[src/rtl/tlc_pkg.sv]
// tlc_pkg: phase encodings, lamp codes and red/yellow/green delay arithmetic
// shared by the traffic light controller and its testbench.
package tlc_pkg;

    typedef enum logic [2:0] {
        ALL_RED_EW = 3'd0,
        NS_GREEN   = 3'd1,
        NS_YELLOW  = 3'd2,
        ALL_RED_NS = 3'd3,
        EW_GREEN   = 3'd4,
        EW_YELLOW  = 3'd5,
        PED_WALK   = 3'd6
    } phase_t;

    localparam logic [2:0] LAMP_R = 3'b100;
    localparam logic [2:0] LAMP_Y = 3'b010;
    localparam logic [2:0] LAMP_G = 3'b001;

    // Red is half the timer range; yellow and green split it by the ratio.
    function automatic int phase_dur(input phase_t p, input int cnt_w, input int ratio, input int all_red);
        int red;
        int yel;
        red = (1 << cnt_w) / 2;
        yel = red / (ratio + 1);
        case (p)
            NS_GREEN, EW_GREEN:   phase_dur = yel * ratio;
            NS_YELLOW, EW_YELLOW: phase_dur = yel;
            PED_WALK:             phase_dur = red;
            default:              phase_dur = all_red;
        endcase
    endfunction

endpackage

[src/rtl/tlc_phase_timer.sv]
// tlc_phase_timer: loadable down-counter holding ticks remaining in the
// current phase; stops at zero and flags it.
module tlc_phase_timer #(
    parameter int               CNT_W   = 4,
    parameter logic [CNT_W-1:0] RST_VAL = '0
) (
    input  logic             CLK,
    input  logic             Reset,
    input  logic             en,
    input  logic             load,
    input  logic [CNT_W-1:0] load_val,
    output logic [CNT_W-1:0] count,
    output logic             zero
);

    always_ff @(posedge CLK) begin
        if (!Reset)
            count <= RST_VAL;
        else if (load)
            count <= load_val;
        else if (en && !zero)
            count <= count - CNT_W'(1);
    end

    assign zero = (count == '0);

endmodule

[src/rtl/traffic_light_controller.sv]
// traffic_light_controller: six-phase NS/EW sequencer with registered lamps.
// Define TLC_PED_EN to add the all-red pedestrian walk phase and its request/ack handshake.
module traffic_light_controller
    import tlc_pkg::*;
#(
    parameter int CNT_W              = 4,
    parameter int GREEN_YELLOW_RATIO = 2,
    parameter int ALL_RED_D          = 1
) (
    input  logic             CLK,
    input  logic             Reset,
    input  logic             en,
    input  logic             ped_req,
    output logic             ped_ack,
    output logic             ped_walk,
    output logic [2:0]       ns_light,
    output logic [2:0]       ew_light,
    output logic [2:0]       phase,
    output logic [CNT_W-1:0] timer
);

    localparam int RED_D = (1 << CNT_W) / 2;
    localparam int YEL_D = RED_D / (GREEN_YELLOW_RATIO + 1);

    if (YEL_D == 0) begin : g_bad_yel
        $error("traffic_light_controller: yellow duration is zero");
    end
    if (ALL_RED_D < 1 || ALL_RED_D >= (1 << CNT_W)) begin : g_bad_all_red
        $error("traffic_light_controller: ALL_RED_D out of range");
    end

    phase_t           state;
    phase_t           seq;
    phase_t           nxt;
    logic             pending;
    logic             zero;
    logic             advance;
    logic             illegal;
    logic             load;
    logic [CNT_W-1:0] load_val;
    logic [2:0]       ns_nxt;
    logic [2:0]       ew_nxt;

    always_comb begin
        seq = ALL_RED_EW;
        illegal = 1'b0;
        case (state)
            ALL_RED_EW: seq = pending ? PED_WALK : NS_GREEN;
            NS_GREEN:   seq = NS_YELLOW;
            NS_YELLOW:  seq = ALL_RED_NS;
            ALL_RED_NS: seq = EW_GREEN;
            EW_GREEN:   seq = EW_YELLOW;
            EW_YELLOW:  seq = ALL_RED_EW;
`ifdef TLC_PED_EN
            PED_WALK:   seq = NS_GREEN;
`endif
            default:    illegal = 1'b1;
        endcase
        advance = en && zero;
        // Illegal encodings recover immediately, independent of the tick.
        nxt = illegal ? ALL_RED_EW : advance ? seq : state;
        load = illegal || advance;
        load_val = CNT_W'(phase_dur(nxt, CNT_W, GREEN_YELLOW_RATIO, ALL_RED_D) - 1);
        ns_nxt = nxt == NS_GREEN ? LAMP_G : nxt == NS_YELLOW ? LAMP_Y : LAMP_R;
        ew_nxt = nxt == EW_GREEN ? LAMP_G : nxt == EW_YELLOW ? LAMP_Y : LAMP_R;
    end

    always_ff @(posedge CLK) begin
        if (!Reset) begin
            state <= ALL_RED_EW;
            ns_light <= LAMP_R;
            ew_light <= LAMP_R;
        end else begin
            state <= nxt;
            ns_light <= ns_nxt;
            ew_light <= ew_nxt;
        end
    end

`ifdef TLC_PED_EN
    // Clearing on walk exit beats a request seen on the same edge.
    always_ff @(posedge CLK) begin
        if (!Reset)
            pending <= 1'b0;
        else if (advance && state == PED_WALK)
            pending <= 1'b0;
        else if (ped_req)
            pending <= 1'b1;
    end
    assign ped_walk = (state == PED_WALK);
`else
    assign pending  = ped_req & 1'b0;
    assign ped_walk = 1'b0;
`endif

    assign ped_ack = pending;
    assign phase   = state;

    tlc_phase_timer #(
        .CNT_W  (CNT_W),
        .RST_VAL(CNT_W'(ALL_RED_D - 1))
    ) u_timer (
        .CLK     (CLK),
        .Reset   (Reset),
        .en      (en),
        .load    (load),
        .load_val(load_val),
        .count   (timer),
        .zero    (zero)
    );

endmodule

[config.mk]
export PLATFORM = sky130hd
export DESIGN_NAME = traffic_light_controller
export DESIGN_NICKNAME = d
export VERILOG_FILES = /design/src/rtl/tlc_pkg.sv /design/src/rtl/tlc_phase_timer.sv /design/src/rtl/traffic_light_controller.sv
export SDC_FILE = /design/constraint.sdc
export NUM_CORES = 1
export LEC_CHECK = 0
export BUFFER_PORTS_ARGS = -buffer_cell sky130_fd_sc_hd__buf_2
export CORE_UTILIZATION = 47
export CTS_CLUSTER_DIAMETER = 100
export DETAILED_ROUTE_END_ITERATION = 8
export PLACE_DENSITY_LB_ADDON = 0.1
export SETUP_SLACK_MARGIN = 0.2
export SYNTH_ARGS = -nofsm -noshare
export SYNTH_HDL_FRONTEND = slang
export SYNTH_SLANG_ARGS = --single-unit
[constraint.sdc]
create_clock -name CLK -period 2 [get_ports CLK]
set_input_delay 0.1 -clock CLK [delete_from_list [all_inputs] [get_ports CLK]]
set_output_delay 0.1 -clock CLK [all_outputs]
set_load 0.03 [all_outputs]
==> impl_summary.txt, run 1 <==
----------------------------------------------------
[Outcome]
  Outcome ... finished clean

[Clocking]
  Number of hold-repair buffers added at the cts stage ... 0
  Clk sink count ... 13
  Clock insertion delay at the later pin of the skew report ... approximately 0.27 ns
  CTS buffer count ... 3
  Number of buffers inserted to repair setup after CTS ... 0
  Count of instances resized after the clock tree is built ... 0
  Number of H-tree levels ... 1
  Clock root buffer master ... sky130_fd_sc_hd__clkbuf_4
  CTS tree ... built
  Clock tree buffer depth ... 2
  Clock transition at the register clock pins on the worst setup and hold paths after CTS ... 0.07 ns

[Final layout]
  Number of fill cells ... around 110
  Layout Cell Area excl Fill ... 704.4 um2
  Layout Nets ... 90
  Synthesis-to-layout area growth ... 14.90%
  Diode count ... 0
  Layout cell share with drive strength beyond 1 ... 0.2771

[Power]
  Leak ... approximately 0.31 nW
  Highest ir drop seen on vdd ... slightly below 0.0006 V
  Pwr per Cell Area ... 1378 mW/mm2

[Timing]
  Post-route setup TNS ... 0 ns
  Unrepaired setup endpoints after global routing ... false
  Number of failing setup endpoints in the final timing report ... 0
  Post-route minimum period ... between 1.5 and 2 ns
  Count of final max-slew check failures ... 0
  Worst clock skew on the final layout ... 0.001449 ns
  Period utilisation layout ... 0.7953
  FMAX ... 628.7 MHz
  Hold Fails Final Rpt ... 0

[Worst setup path]
  Number of buffers and inverters on the critical path ... 1
  Slowest stage cell, crit path ... sky130_fd_sc_hd__dfxtp_1
  Setup slack of the worst register-to-register path ... approximately 0.4 ns
  Data required time of the critical path ... 2.17 ns
  Kind of end point of the critical path ... flip-flop
  Nature of the critical path startpoint ... flip-flop
  Type of the setup path with the least slack ... flip-flop to flip-flop
  Highest cell delay on the worst timing path ... 0.39 ns
  Critical path depth in cells ... 5
  Cell family with most CP delay ... simple AND/OR/NAND/NOR gates
  Maximum net fanout on the critical path ... 11
  WP data arrival ... around 1.8 ns
  Worst setup startpoint ... u_timer.count[0]
  R2R Path Start ... u_timer.count[0]
  Cell breakdown of the critical path ... inv_1 -> ha_1 -> and4bb_4 -> xnor2_1 -> and4bb_2
  Reg2Reg Depth ... 5
  Worst r2r dst ... ew_light[1]

[Global route]
  Number of global-route vias before repair ... 438
  Wire length of the first global-routing pass ... roughly 1800 um
  Antenna violations before repair ... 0
  Global-route usage over all layers ... 0.1860
  Global route total overflow ... 0
  Pin count of the biggest net entering global routing ... 12

[Min path]
  Cell count of the worst hold path ... 2
  Worst hold-check path type ... input port to flip-flop
  Worst min-delay path startpoint ... Reset
  Worst hold path endpoint ... ew_light[2]

[Logic synthesis]
  Area of the mapped netlist ... 613.1 um2
  Most common cell in the netlist ... sky130_fd_sc_hd__dfxtp_1
  Dominant cells by area after synthesis ... sky130_fd_sc_hd__dfxtp_1 (42%), sky130_fd_sc_hd__a21oi_1 (4.1%), sky130_fd_sc_hd__ha_1 (4.1%)
  Post-Synthesis Mean Instance Area ... 9.151 um2
  Register bit count reported by yosys ... 13
  Number of synthesized flops with an enable pin ... 0
  Unique masters post-synth ... 30
  Async set-or-reset flop fraction in the synthesized netlist ... 0
  Synth Warn # ... 0
  Top_reg_cell synth ... sky130_fd_sc_hd__dfxtp_1
  Area share of the largest cell type after synthesis ... 0.4245
  Commonest cells in the synthesized netlist ... sky130_fd_sc_hd__dfxtp_1 (13), sky130_fd_sc_hd__nor2_1 (6), sky130_fd_sc_hd__a21oi_1 (5), sky130_fd_sc_hd__nand2_1 (5), sky130_fd_sc_hd__nor3_1 (4)
  Dominant cell type by area after synthesis ... sky130_fd_sc_hd__dfxtp_1
  Syn Inst Count ... 67
  Register area share after synthesis ... 0.4245

[Floorplanning]
  Height of the die ... roughly 38 um
  Number of core rows ... 12
  Die outline width ... 38.12 um
  Boundary Pins ... 19
  DIE AREA ... approximately 0.0015 mm2
  Core region area ... 0.001156 mm2
  Initial core utilization ... 0.5303

[Placed design]
  Placed standard-cell area ... 678.2 um2
  HPWL reported at the end of detailed placement ... 761.3 um
  # port buffers ... 15
  Global placer's final weighted congestion ... slightly below 0.8

[Detailed routing]
  Number of vias per cell after detailed routing ... 5.175
  Detailed Route Iter0 Violations ... 8
  Drc violations ... 0
  Count of antenna-violating nets left after detailed routing ... 0
  Routed len/inst ... 10.96 um
  Routed wire length ... 1063 um
  Initial DRT Pass Iterations ... 4
  Vias after detailed routing ... 502

[Job]
  Maximum Capacitance Violations ... 0

----------------------------------------------------
cells by family (layout without fill, tap and decap cells):
group | after synthesis | after routing | share of synthesized area
adders and majority gates | 2 | 2 | 0.04081
muxes | 1 | 1 | 0.01633
AOI/OAI and AO/OA | 12 | 12 | 0.1224
DFF | 13 | 13 | 0.4245
other | 1 | 2 | 0.006117
xor gates and xnor gates | 2 | 2 | 0.02858
and+or+nand+nor | 29 | 29 | 0.2919
buffers and inverters | 7 | 22 | 0.06937
final cells by class:
class / count / area, um2 / area share
Clock buffer: 4 / 26.28 / 0.03730
Inverter: 3 / 11.26 / 0.01599
Multi-Input combinational cell: 48 / 314.1 / 0.4458
Sequential cell: 13 / 260.3 / 0.3694
Tap cell: 14 / 17.52 / 0.02487
Timing Repair Buffer: 15 / 75.07 / 0.1066
worst register-to-register path, stage by stage (launching register included):
cell                       delay (ns)
sky130_fd_sc_hd__dfxtp_1         0.39
sky130_fd_sc_hd__inv_1           0.08
sky130_fd_sc_hd__ha_1            0.22
sky130_fd_sc_hd__and4bb_4        0.24
sky130_fd_sc_hd__xnor2_1         0.28
sky130_fd_sc_hd__and4bb_2        0.27
per-stage QoR:
step | hold WS (ns) | utilization | power, mW | instances | setup WS [ns]
floorplan | 0.1762 | - | 0.7437 | 68 | 0.2600
global placement | 0.3590 | 0.5866 | 0.8139 | 93 | 0.4442
detailed placement | 0.3544 | 0.5866 | 0.8227 | 93 | 0.4178
CTS | 0.05900 | 0.6093 | 0.9841 | 97 | 0.4077
global route | 0.06857 | 0.6093 | 1.063 | 97 | 0.3127
finish | 0.07098 | 0.6093 | 0.9708 | 97 | 0.4094
state kept, by name, indices dropped and copies added (netlist names):
| name | count |
|---|---|
| ew_light | 3 |
| ns_light | 3 |
| phase | 3 |
| u_timer.count | 4 |
worst max-delay path by stage:
stage | to | slack [ns]
2_1_floorplan | u_timer.count[1] | 0.26
3_3_place_gp | ew_light[1] | 0.44
3_5_place_dp | ew_light[1] | 0.42
4_1_cts | ew_light[1] | 0.41
5_1_grt | ew_light[1] | 0.31
6_report | ew_light[1] | 0.41
per-layer routing:
layer | vias to the layer above | GRT usage | share of wire
li1 | 260 | - | -
met1 | 227 | 0.2238 | 0.50
met2 | 13 | 0.2797 | 0.44
met3 | 2 | 0.1047 | 0.051
met4 | 0 | 0.05357 | 0.0075
met5 | - | 0 | 0
power by group:
| group | leakage [nW] | total (mW) | switching [mW] | internal [mW] |
|---|---|---|---|---|
| combinational | 0.191 | 0.435 | 0.274 | 0.160 |
| sequential | 0.106 | 0.378 | 0.0597 | 0.318 |
| clock | 0.0150 | 0.158 | 0.0810 | 0.0774 |
| total | 0.313 | 0.971 | 0.415 | 0.556 |
placed cells by master (no fill, tap or decap):
| master | count |
|---|---|
| sky130_fd_sc_hd__o21a_1 | 2 |
| sky130_fd_sc_hd__nand2_1 | 5 |
| sky130_fd_sc_hd__xnor2_1 | 2 |
| sky130_fd_sc_hd__conb_1 | 2 |
| sky130_fd_sc_hd__and3_1 | 1 |
| sky130_fd_sc_hd__dfxtp_1 | 13 |
| sky130_fd_sc_hd__buf_2 | 15 |
| sky130_fd_sc_hd__or4b_1 | 1 |
| sky130_fd_sc_hd__nand3_1 | 1 |
| sky130_fd_sc_hd__and4bb_2 | 1 |
| sky130_fd_sc_hd__mux2i_1 | 1 |
| sky130_fd_sc_hd__o211ai_1 | 1 |
| sky130_fd_sc_hd__o311ai_1 | 1 |
| sky130_fd_sc_hd__nor3_1 | 4 |
| sky130_fd_sc_hd__clkbuf_1 | 1 |
| sky130_fd_sc_hd__nor3b_1 | 1 |
| sky130_fd_sc_hd__o21ai_0 | 2 |
| sky130_fd_sc_hd__ha_1 | 2 |
| sky130_fd_sc_hd__clkbuf_4 | 3 |
| sky130_fd_sc_hd__inv_1 | 3 |
| sky130_fd_sc_hd__a21oi_1 | 5 |
| sky130_fd_sc_hd__nand2_2 | 1 |
| sky130_fd_sc_hd__nor2_1 | 6 |
| sky130_fd_sc_hd__nor2b_1 | 2 |
| sky130_fd_sc_hd__or3_1 | 1 |
| sky130_fd_sc_hd__nor3b_2 | 1 |
| sky130_fd_sc_hd__nand2b_1 | 2 |
| sky130_fd_sc_hd__nor3_2 | 1 |
| sky130_fd_sc_hd__and4bb_4 | 1 |
| sky130_fd_sc_hd__o2111ai_1 | 1 |
(Power assumes the default switching activity.)
==> run 2: changes to the inputs <==
==> constraint.sdc (replaced) <==
create_clock -name CLK -period 1.52 [get_ports CLK]
set_input_delay 0.076 -clock CLK [delete_from_list [all_inputs] [get_ports CLK]]
set_output_delay 0.076 -clock CLK [all_outputs]
set_load 0.03 [all_outputs]
==> run 2 against run 1 <==
Compared with the run above:
- sequential cell count is the same
- clock power grew 39%
- largest power group unchanged
- highest routed layer unchanged
- core utilization grew 15 points
- cell count grew 13%
- largest cell class unchanged
- sequential power grew 42%
==> impl_summary.txt, run 2 (same netlist as run 1, synthesis figures left out) <==
----------------------------------------------------
[Outcome]
  Outcome ... finished clean

[Timing]
  Count of final max-slew check failures ... 0
  Post-route minimum period ... 1.415 ns
  FMAX ... 706.6 MHz
  Post-route worst hold slack ... 0.04965 ns
  Worst clock skew on the final layout ... 0.003579 ns
  Number of failing setup endpoints in the final timing report ... 0
  Unrepaired setup endpoints after global routing ... true
  Post-route setup TNS ... 0 ns
  Period utilisation layout ... 0.9310
  Worst-case setup margin in the final layout ... 0.1049 ns
  Hold Fails Final Rpt ... 0

[Placed design]
  Placed standard-cell area ... 716.9 um2
  HPWL reported at the end of detailed placement ... 746.9 um
  # port buffers ... 15
  Number of placed cells counting well taps ... 94
  Global placer's final weighted congestion ... 0.7384
  Worst slack, placed ... 0.1261 ns

[Worst setup path]
  Kind of end point of the critical path ... flip-flop
  Setup slack of the worst register-to-register path ... 0.10 ns
  Nature of the critical path startpoint ... flip-flop
  WP data arrival ... between 1.5 and 2 ns
  Maximum net fanout on the critical path ... 5
  R2R Path Start ... u_timer.count[0]
  Data required time of the critical path ... between 1.5 and 2 ns
  Worst setup startpoint ... u_timer.count[0]
  Cell breakdown of the critical path ... inv_4 -> ha_4 -> and4bb_4 -> nor3b_4 -> o2111ai_2 -> o311ai_1
  Worst r2r dst ... u_timer.count[1]
  Reg2Reg Depth ... 6
  Type of the setup path with the least slack ... flip-flop to flip-flop
  Highest cell delay on the worst timing path ... about 0.36 ns
  Slowest stage cell, crit path ... sky130_fd_sc_hd__dfxtp_4
  Last element of the critical path ... u_timer.count[1]

[Final layout]
  Most common cell after layout, fill and taps aside ... sky130_fd_sc_hd__buf_2
  Diode count ... 0
  Combined flip-flop and latch cell area ... 269.0 um2
  Non-filler cells in the finished layout ... 110
  Layout Nets ... ~100
  Combined area of the multi-input logic cells ... 387.9 um2
  Final Util ... 0.7630
  Largest Register ... u_timer.count
  Layout cell share with drive strength beyond 1 ... 0.5104
  Synthesis-to-layout area growth ... 43.88%
  Layout Cell Area excl Fill ... 882.1 um2
  Commonest cells after routing, fill and taps aside ... sky130_fd_sc_hd__buf_2 (15), sky130_fd_sc_hd__buf_4 (12), sky130_fd_sc_hd__dfxtp_1 (10)
  Max reg flops ... 4
  Number of fill cells ... slightly above 80

[Power]
  Share of power burned in the clock network ... 0.131
  Sequential share of power ... 0.320
  Pwr per Cell Area ... around 1900 mW/mm2
  Leak ... 0.3839 nW
  Int Pwr ... 976.7 uW
  Post-layout total power ... 1.677 mW
  Sw Pwr ... 699.9 uW
  Logic pwr share ... 0.549
  Switching portion of total power ... 0.4174
  Highest ir drop seen on vdd ... around 0.0012 V

[Global route]
  Wire length of the first global-routing pass ... between 2000 and 2500 um
  Pin count of the biggest net entering global routing ... 11
  Antenna violations before repair ... 0
  Global-route usage over all layers ... 0.2169
  Global route total overflow ... 0
  Number of global-route vias before repair ... 478

[Detailed routing]
  Count of antenna-violating nets left after detailed routing ... 0
  Routed len/inst ... between 10 and 15 um
  Initial DRT Pass Iterations ... 4
  Routed wire length ... 1472 um
  Number of vias per cell after detailed routing ... 5.291
  Drc violations ... 0
  Detailed Route Iter0 Violations ... 9
  Vias after detailed routing ... 582

[Floorplanning]
  Initial core utilization ... 0.5303
  Number of core rows ... 12
  Height of the die ... 38.12 um
  Die outline width ... 38.12 um
  Boundary Pins ... 19
  DIE AREA ... 0.001453 mm2
  Core region area ... about 0.0012 mm2

[Clocking]
  Clock root buffer master ... sky130_fd_sc_hd__clkbuf_4
  Number of hold-repair buffers added at the cts stage ... 0
  CTS buffer count ... 3
  Clock insertion delay at the later pin of the skew report ... 0.28 ns
  Clk sink count ... 13
  Clock tree buffer depth ... 2
  Number of H-tree levels ... 1
  CTS tree ... built
  Clock transition at the register clock pins on the worst setup and hold paths after CTS ... 0.08 ns

[Job]
  Maximum Capacitance Violations ... 0

[Min path]
  Worst hold-check path type ... input port to flip-flop

----------------------------------------------------
-- run 2: cell count changes in the layout (fill, tap and decap cells not counted), moves of 2 or more --
cell / before / now
sky130_fd_sc_hd__buf_4: 0 / 12
sky130_fd_sc_hd__dfxtp_1: 13 / 10
sky130_fd_sc_hd__dfxtp_4: 0 / 2
sky130_fd_sc_hd__inv_1: 3 / 1
sky130_fd_sc_hd__inv_4: 0 / 2
-- run 2: how the worst min path moves through the flow --
stage | from | endpoint | cells after the start
finish | Reset | ew_light[2] | 2
global route | Reset | ew_light[2] | 2
CTS | Reset | ew_light[2] | 2
detailed placement | Reset | ew_light[2] | 2
global placement | Reset | ew_light[2] | 2
floorplan | Reset | ew_light[2] | 1
-- run 2: layout make-up --
cell class | count | area share
tap | 14 | 0.01986
inverter | 3 | 0.01844
sequential | 13 | 0.3050
multi-input combinational | 49 | 0.4397
clock buffer | 4 | 0.02979
timing repair buffer | 27 | 0.1872
-- run 2: per-layer routing --
metal | vias up | track usage | wire length [um]
met1 | 272 | 0.2645 | 663
met5 | - | 0 | 0
met3 | 2 | 0.03488 | 53
li1 | 291 | - | -
met4 | 0 | 0.1071 | 24
met2 | 17 | 0.3644 | 731
-- run 2: worst max-delay path, delay by kind of cell (launching register included) --
| kind | cells | cell delay [ns] |
|---|---|---|
| AOI/OAI and AO/OA | 2 | 0.27 |
| adders and majority gates | 1 | 0.13 |
| buffers and inverters | 1 | 0.06 |
| DFF | 1 | 0.36 |
| and+or+nand+nor | 2 | 0.49 |
-- run 2: power groups by stage --
stage	Clock, mW	Sequential (mW)	Combinational (mW)
2_1_floorplan	0	0.649	0.382
3_3_place_gp	0	0.523	0.629
3_5_place_dp	0	0.527	0.635
4_1_cts	0.223	0.524	0.767
5_1_grt	0.237	0.551	0.991
6_report	0.219	0.536	0.921
-- run 2: repair_timing --
action | in CTS | in global routing
endpoints found under the setup margin | 8 | 10
pin swaps | 6 | 5
cloned | 1 | 0
resized for setup | 5 | 4
setup buffers | 6 | 5
